==> config.mk <==
export PLATFORM = sky130hd
export DESIGN_NAME = mips32_prog_loader
export DESIGN_NICKNAME = d
export VERILOG_FILES = /design/src/rtl/mips32_prog_loader.sv
export SDC_FILE = /design/constraint.sdc
export NUM_CORES = 1
export LEC_CHECK = 0
export CAP_MARGIN = 0
export CELL_PAD_IN_SITES_DETAIL_PLACEMENT = 0
export CELL_PAD_IN_SITES_GLOBAL_PLACEMENT = 2
export CORE_MARGIN = 2
export CORE_UTILIZATION = 31
export CTS_BUF_LIST = sky130_fd_sc_hd__clkbuf_2
export CTS_CLUSTER_DIAMETER = 100
export DETAILED_ROUTE_END_ITERATION = 16
export HOLD_SLACK_MARGIN = 0.06
export PLACE_DENSITY_LB_ADDON = 0.1
export SETUP_SLACK_MARGIN = 0.5
export SLEW_MARGIN = 20
export SYNTH_ARGS = -nofsm -noshare
export SYNTH_HDL_FRONTEND = slang
export SYNTH_SLANG_ARGS = --single-unit
==> constraint.sdc <==
create_clock -name clk1 -period 1.7 [get_ports clk1]
set_input_delay 0.425 -clock clk1 [delete_from_list [all_inputs] [get_ports clk1]]
set_output_delay 0.425 -clock clk1 [all_outputs]
set_load 0.01 [all_outputs]
==> src/rtl/mips32_prog_loader.sv <==
// Byte-stream program loader for the mips32 core: assembles big-endian words,
// writes them to instruction memory from address 0, and releases the CPU after HLT.
module mips32_prog_loader #(
   parameter int ADDR_W = 10
) (
   input  logic              clk1,
   input  logic              rst,
   input  logic              start,
   input  logic              in_valid,
   input  logic [7:0]        in_byte,
   output logic              in_ready,
   output logic              mem_we,
   output logic [ADDR_W-1:0] mem_addr,
   output logic [31:0]       mem_wdata,
   output logic              cpu_hold,
   output logic              load_done,
   output logic              load_err,
   output logic [ADDR_W:0]   word_count
);

   typedef enum logic [2:0] {IDLE, LOAD, WRITE, RUN, ERR} state_t;

   localparam logic [ADDR_W:0] LAST_WORD = {1'b0, {ADDR_W{1'b1}}};

   state_t              state_q;
   logic [23:0]         buf_q;
   logic [1:0]          idx_q;
   logic [ADDR_W:0]     word_count_q;
   logic                in_ready_q, mem_we_q, cpu_hold_q, load_done_q, load_err_q;
   logic [ADDR_W-1:0]   mem_addr_q;
   logic [31:0]         mem_wdata_q;
   logic [31:0]         word_d;

   assign word_d = {buf_q, in_byte};

   always_ff @(posedge clk1) begin
      if (rst) begin
         state_q      <= IDLE;
         buf_q        <= '0;
         idx_q        <= '0;
         word_count_q <= '0;
         in_ready_q   <= 1'b0;
         mem_we_q     <= 1'b0;
         mem_addr_q   <= '0;
         mem_wdata_q  <= '0;
         cpu_hold_q   <= 1'b1;
         load_done_q  <= 1'b0;
         load_err_q   <= 1'b0;
      end else begin
         case (state_q)
            IDLE, RUN, ERR: begin
               if (start) begin
                  state_q      <= LOAD;
                  idx_q        <= '0;
                  word_count_q <= '0;
                  in_ready_q   <= 1'b1;
                  cpu_hold_q   <= 1'b1;
                  load_done_q  <= 1'b0;
                  load_err_q   <= 1'b0;
               end
            end
            LOAD: begin
               if (in_valid) begin
                  buf_q <= word_d[23:0];
                  idx_q <= idx_q + 2'd1;
                  if (idx_q == 2'd3) begin
                     state_q     <= WRITE;
                     in_ready_q  <= 1'b0;
                     mem_we_q    <= 1'b1;
                     mem_addr_q  <= word_count_q[ADDR_W-1:0];
                     mem_wdata_q <= word_d;
                  end
               end
            end
            WRITE: begin
               mem_we_q     <= 1'b0;
               word_count_q <= word_count_q + 1'b1;
               // HLT wins over a full memory: a program ending exactly at the top is valid
               if (mem_wdata_q[31:26] == 6'b111111) begin
                  state_q     <= RUN;
                  cpu_hold_q  <= 1'b0;
                  load_done_q <= 1'b1;
               end else if (word_count_q == LAST_WORD) begin
                  state_q    <= ERR;
                  load_err_q <= 1'b1;
               end else begin
                  state_q    <= LOAD;
                  in_ready_q <= 1'b1;
               end
            end
            default: state_q <= IDLE;
         endcase
      end
   end

   assign in_ready   = in_ready_q;
   assign mem_we     = mem_we_q;
   assign mem_addr   = mem_addr_q;
   assign mem_wdata  = mem_wdata_q;
   assign cpu_hold   = cpu_hold_q;
   assign load_done  = load_done_q;
   assign load_err   = load_err_q;
   assign word_count = word_count_q;

endmodule

Word-level counts from Yosys, hierarchy flattened:

Index checks and enable logic that the tools add are counted.

* $add $sub $neg: 2
* equal/unequal tests: 14
* muxes and demuxes: 28
* reduce and logical (&&, ||, !) cells: 15

Operator list (number)
* $pmux 11 s2: 1
* $mux 3: 5
* $reduce_and 3->1: 5
* $ne 2x2->1 const B: 7
* $mux 1: 12
* $add 11x1->11 const B: 1
* $eq 11x10->1 const B: 1
* $mux 11: 1
* $pmux 3 s3: 1
* $pmux 1 s2: 4
* $eq 3x2->1 const B: 2
* $eq 6x6->1 const B: 1
* $reduce_and 6->1: 1
* $reduce_bool 2->1: 3
* $mux 2: 2
* $pmux 2 s2: 1
* $reduce_and 2->1: 2
* $reduce_and 4->1: 1
* $eq 3x1->1 const B: 1
* $eq 3x3->1 const B: 1
* $logic_not 3->1: 1
* $pmux 1 s3: 1
* $reduce_bool 3->1: 1
* $reduce_or 3->1: 1
* other kinds (2): 2

* register bits: 87
* input bits: 12
* output and inout bits: 58
* word-level logic and storage cells: 70

Longest topological paths before layout:

* word-level depth: 4
* depth in mapped cells: 8
* gate-level depth less buffers: 5

Worst setup path before layout:

No wires, ideal clock.

* kind: register to register
* start point: register word_count_q[0] (netlist: word_count[0])
* end point: register load_err_q (netlist: load_err)
* library setup time: 71 ps
* data arrival time: 1501 ps
* data required time: 1629 ps
* setup slack: 128 ps
* cell stages (with the launch flop): 7
* path buffers: 1
* period minus slack after synthesis: 1572 ps
* cell sequence: dfxtp_1 ha_1 and3_1 buf_2 o211ai_1 or3_1 a21oi_1

* word-level cells in the longest chain between the ends: 3

Ends and longest elaborated chain
* start, declared: RTL line 28 `logic [ADDR_W:0] word_count_q;`
* start signal, assigned: RTL line 77 `word_count_q <= word_count_q + 1'b1;`
* $eq 11x10->1: RTL line 83 `end else if (word_count_q == LAST_WORD) begin`
* $ne 2x2->1 (no source line)
* $reduce_and 4->1 (no source line)
* end signal, assigned: RTL line 48 `load_err_q <= 1'b0;`
* end signal, assigned: RTL line 59 `load_err_q <= 1'b0;`
* end signal, assigned: RTL line 85 `load_err_q <= 1'b1;`
* end, declared: RTL line 29 `logic in_ready_q, mem_we_q, cpu_hold_q, load_done_q, load_err_q;`

Every way passes these cells.
A chain may end at the register's enable or synchronous reset.

Final worst setup path:

Ends and elaborated chain as after synthesis.

==> impl_metrics.sql <==
INSERT INTO impl_metrics (metric_group, metric, value, unit) VALUES
('timing', 'fin_setup_tns', '0', 'ns'),
('timing', 'fmaxAchievable', '0.6179', 'GHz'),
('die', 'die_x', '109.5', 'um'),
('setup_path', 'critical_path.cell_chain', 'buf_6, ha_4, and3_4, o211ai_1, or3_4, a21oi_2', ''),
('global_route', 'grt_overflow_total', '0', ''),
('global_route', 'grt_pass1_vias', '3237', ''),
('power_and_ir_drop', 'power.ir.vdd_worst', '0.3345', 'mV'),
('clock_tree', 'clock_sinks', '87', ''),
('synthesis', 'sequential_share_of_the_synthesized_area', '50.53', '%'),
('power_and_ir_drop', 'power_density', '616.5', 'nW/um^2'),
('finish', 'area_delta_synth_final', '80.69', '%'),
('detailed_routing', 'detailroute.via_count', '3486', ''),
('clock_tree', 'tritoncts', 'done', ''),
('die', 'die_height', '109.5', 'um'),
('synthesis', 'yosysWarnings', '0', ''),
('setup_path', 'worstPathMaxFanout', '4', ''),
('finish', 'diodes', '0', ''),
('detailed_routing', 'avgViaCountPerCell', '4.917', ''),
('clock_tree', 'clk_pin_slew_worst_paths', '0.25', 'ns'),
('synthesis', 'postSynth.asyncResetShare', '0', '%'),
('setup_path', 'timing.setup.critical_path_class', 'reg -> reg', ''),
('placed_design', 'place.detailed.hpwl', '6105', 'um'),
('detailed_routing', 'met3WireLength', '448', 'um'),
('global_route', 'global_router_s_overall_resource_usage', '18.30', '%'),
('synthesis', 'synth_area', '3447', 'sq um'),
('timing', 'rsz0062_at_grt', 'yes', ''),
('clock_tree', 'h-tree-depth', '3', ''),
('synthesis', 'postSynthNetCount', '432', ''),
('flow_run', 'max_cap_viol_count', '0', ''),
('placed_design', 'routabilityCongestion', '0.7728', ''),
('clock_tree', 'cts_buffer_depth', '2', ''),
('placed_design', 'place_area', '4476', 'sq um'),
('timing', 'timing.final.crit_period', '1.618', 'ns'),
('timing', 'tightestPinTransition', '0.4939', 'ns'),
('detailed_routing', 'detailedRoute.firstPassIterationCount', '4', ''),
('die', 'fp.coreArea', '10840', 'sq um'),
('detailed_routing', 'detailroute.wirelength.met2', '5253', 'um'),
('timing', 'finalCritPeriodShare', '95.21', '%'),
('detailed_routing', 'drc', '0', ''),
('detailed_routing', 'drt_first_iter_violations', '139', ''),
('setup_path', 'critical-path-slowest-cell', 'or3_4', ''),
('setup_path', 'element_type_at_the_critical_path_end', 'register', ''),
('detailed_routing', 'routed_wire_length_per_instance', '15.60', 'um'),
('synthesis', 'synthesis.area_per_instance', '8.247', 'sq um'),
('global_route', 'grt_antenna_before_repair', '0', ''),
('timing', 'clock-skew-final', '0.03516', 'ns'),
('finish', 'finish.instance_area', '6228', 'sq um'),
('setup_path', 'crit_arrival', '2.12', 'ns'),
('detailed_routing', 'drtAntennaViolNets', '0', ''),
('setup_path', 'cp_slowest_stage_delay', '0.44', 'ns'),
('finish', 'fin_util', '57.46', '%'),
('setup_path', 'critical_path.startpoint_type', 'register', ''),
('setup_path', 'worst-endpoint-required', '2.20', 'ns'),
('die', 'num_io_pins', '70', ''),
('detailed_routing', 'metal_1_wl', '5242', 'um'),
('die', 'floorplan.die_area', '11980', 'sq um'),
('clock_tree', 'cts.root.buffer_cell', 'clkbuf_2', ''),
('timing', 'setup_failing_eps_final', '0', ''),
('synthesis', 'postSynthCellCount', '418', ''),
('synthesis', 'synthDistinctLibCells', '42', ''),
('timing', 'max_slew_margin', '67.08', '%'),
('detailed_routing', 'highest_metal_layer_with_signal_wires', 'met4', ''),
('die', 'num_rows', '38', ''),
('timing', 'final_hold_viol_count', '0', ''),
('timing', 'final_max_slew_viol_count', '0', ''),
('finish', 'nNetsFinal', '578', ''),
('detailed_routing', 'drt_wl_total', '11060', 'um'),
('global_route', 'grt_first_pass_wirelength', '16840', 'um'),
('synthesis', 'ys_ff_latch', '87', ''),
('placed_design', 'port-buffer-count', '69', ''),
('clock_tree', 'worstSkewPairLatency', '0.55', 'ns'),
('die', 'initial_core_util', '31.80', '%'),
('synthesis', 'synth_top_flop_cell', 'dfxtp_1', ''),
('clock_tree', 'number_of_buffers_created_by_cts', '9', ''),
('finish', 'post_route_cells_drive_above_1_share', '63.27', '%'),
('min_path', 'class_of_the_worst_hold_path', 'in -> reg', ''),
('global_route', 'grt_start_max_net_pins', '41', ''),
('synthesis', 'synth_edf_count', '0', ''),
('power_and_ir_drop', 'power.leakage', '2.657', 'nW'),
('status', 'run_status', 'finished clean', '');
logic make-up (layout without fill, tap and decap cells):
family | Yosys count | in the layout | synth area share, %
and+or+nand+nor | 195 | 195 | 25.23
AOI/OAI and AO/OA | 99 | 99 | 17.53
DFF | 87 | 87 | 50.53
buffers and inverters | 34 | 185 | 5.735
adders and majority gates | 2 | 2 | 0.7258
xor gates and xnor gates | 1 | 1 | 0.2541
state kept, by name, summed over array words and instances (netlist names):
name,flops
load_err,1
word_count,11
idx_q,2
load_done,1
in_ready,1
state_q,3
mem_we,1
mem_wdata,32
buf_q,24
mem_addr,10
cpu_hold,1
layout make-up:
type / instances / area [sq um]
repair buffers: 166 / 1984
inverters: 3 / 11.26
clock inverters: 7 / 85.08
well taps: 140 / 175.2
flip-flops and latches: 87 / 1846
fillers: 975 / 4612
clock buffers: 9 / 45.04
multi-input cells: 297 / 2082
worst paths after layout:
| check | endpoint | cells past startpoint | slack, ns | startpoint |
|---|---|---|---|---|
| worst max-delay path | load_err$_SDFFE_PP0P_ | 6 | 0.08 | word_count[0]$_SDFFE_PP0P_ |
| worst min-delay path | load_done$_SDFFE_PP0P_ | 2 | 0.31 | rst |
| worst max register to register | load_err$_SDFFE_PP0P_ | 6 | 0.08 | word_count[0]$_SDFFE_PP0P_ |
| worst min register to register | mem_addr[9]$_SDFFE_PP0P_ | 2 | 0.47 | mem_addr[9]$_SDFFE_PP0P_ |
Yosys cell counts (3+ instances only):
cell / number / area share, %
nand2_1: 141 / 15
dfxtp_1: 87 / 51
a21oi_1: 64 / 9.3
a21oi_2: 17 / 4.3
clkbuf_1: 14 / 1.5
nand3_1: 10 / 1.5
buf_2: 8 / 1.2
nor3_1: 8 / 1.2
buf_6: 7 / 2.3
nand4_1: 5 / 0.91
nor2_1: 5 / 0.54
or3_1: 4 / 0.73
inv_1: 3 / 0.33
nand4b_1: 3 / 0.76
o31ai_1: 3 / 0.65
repair_timing:
action                                  4_1_cts  5_1_grt
pin swaps                                    31       67
gates cloned                                  8        2
hold buffers                                  0        0
endpoints found under the setup margin      145      145
buffers inserted                             48       15
gates resized for setup                     418      114
cells in the final DEF, fill, tap and decap left out, drive strengths merged, types with 2 or more instances in the layout:
cell type,Yosys,final
o31ai,3,3
nor2,5,5
a31oi,2,2
buf,17,154
and3,2,2
clkbuf,14,11
dfxtp,87,87
inv,3,4
o21a,2,2
nand3b,2,2
clkinv,0,4
ha,2,2
and4,2,2
a21oi,81,81
nor3,8,8
nand4,5,5
nand4b,3,3
nand2,141,141
nand2b,2,2
o211ai,2,2
nand3,10,10
or3,4,4
o21ai,3,3
clkdlybuf4s50,0,10
bufinv,0,2
and2,2,2
nor4,2,2
nor2b,2,2
worst max-delay path, delay by kind of cell (launching register included):
| kind | cells | cell delay [ns] |
|---|---|---|
| and+or+nand+nor | 2 | 0.64 |
| buffers and inverters | 1 | 0.12 |
| adders and majority gates | 1 | 0.13 |
| AOI/OAI and AO/OA | 2 | 0.26 |
| DFF | 1 | 0.42 |
per-stage QoR:
stage | std cells | hold slack [ns] | setup WS (ns) | total power [mW]
global placement | 620 | 0.4440 | -0.1239 | 2.439
global route | 709 | 0.2759 | 0.03575 | 4.008
CTS | 692 | 0.2769 | 0.1667 | 3.791
finish | 709 | 0.3089 | 0.08150 | 3.840
floorplan | 418 | 0.4321 | 0.3160 | 2.322
detailed placement | 620 | 0.4442 | -0.1355 | 2.441
metal layers:
layer | track usage [%] | up-vias
met3 | 3.379 | 11
met5 | 0 | -
met2 | 28.53 | 71
met1 | 25.61 | 1688
li1 | - | 1716
met4 | 5.696 | 0
where the power goes:
part	total, mW	switching, mW	leakage [nW]	internal [mW]
clock network	1.21	0.733	0.0788	0.476
logic	0.546	0.275	1.84	0.272
registers	2.08	0.0300	0.735	2.05
total	3.84	1.04	2.66	2.80
Note: power is estimated with default switching activity, not from simulation.
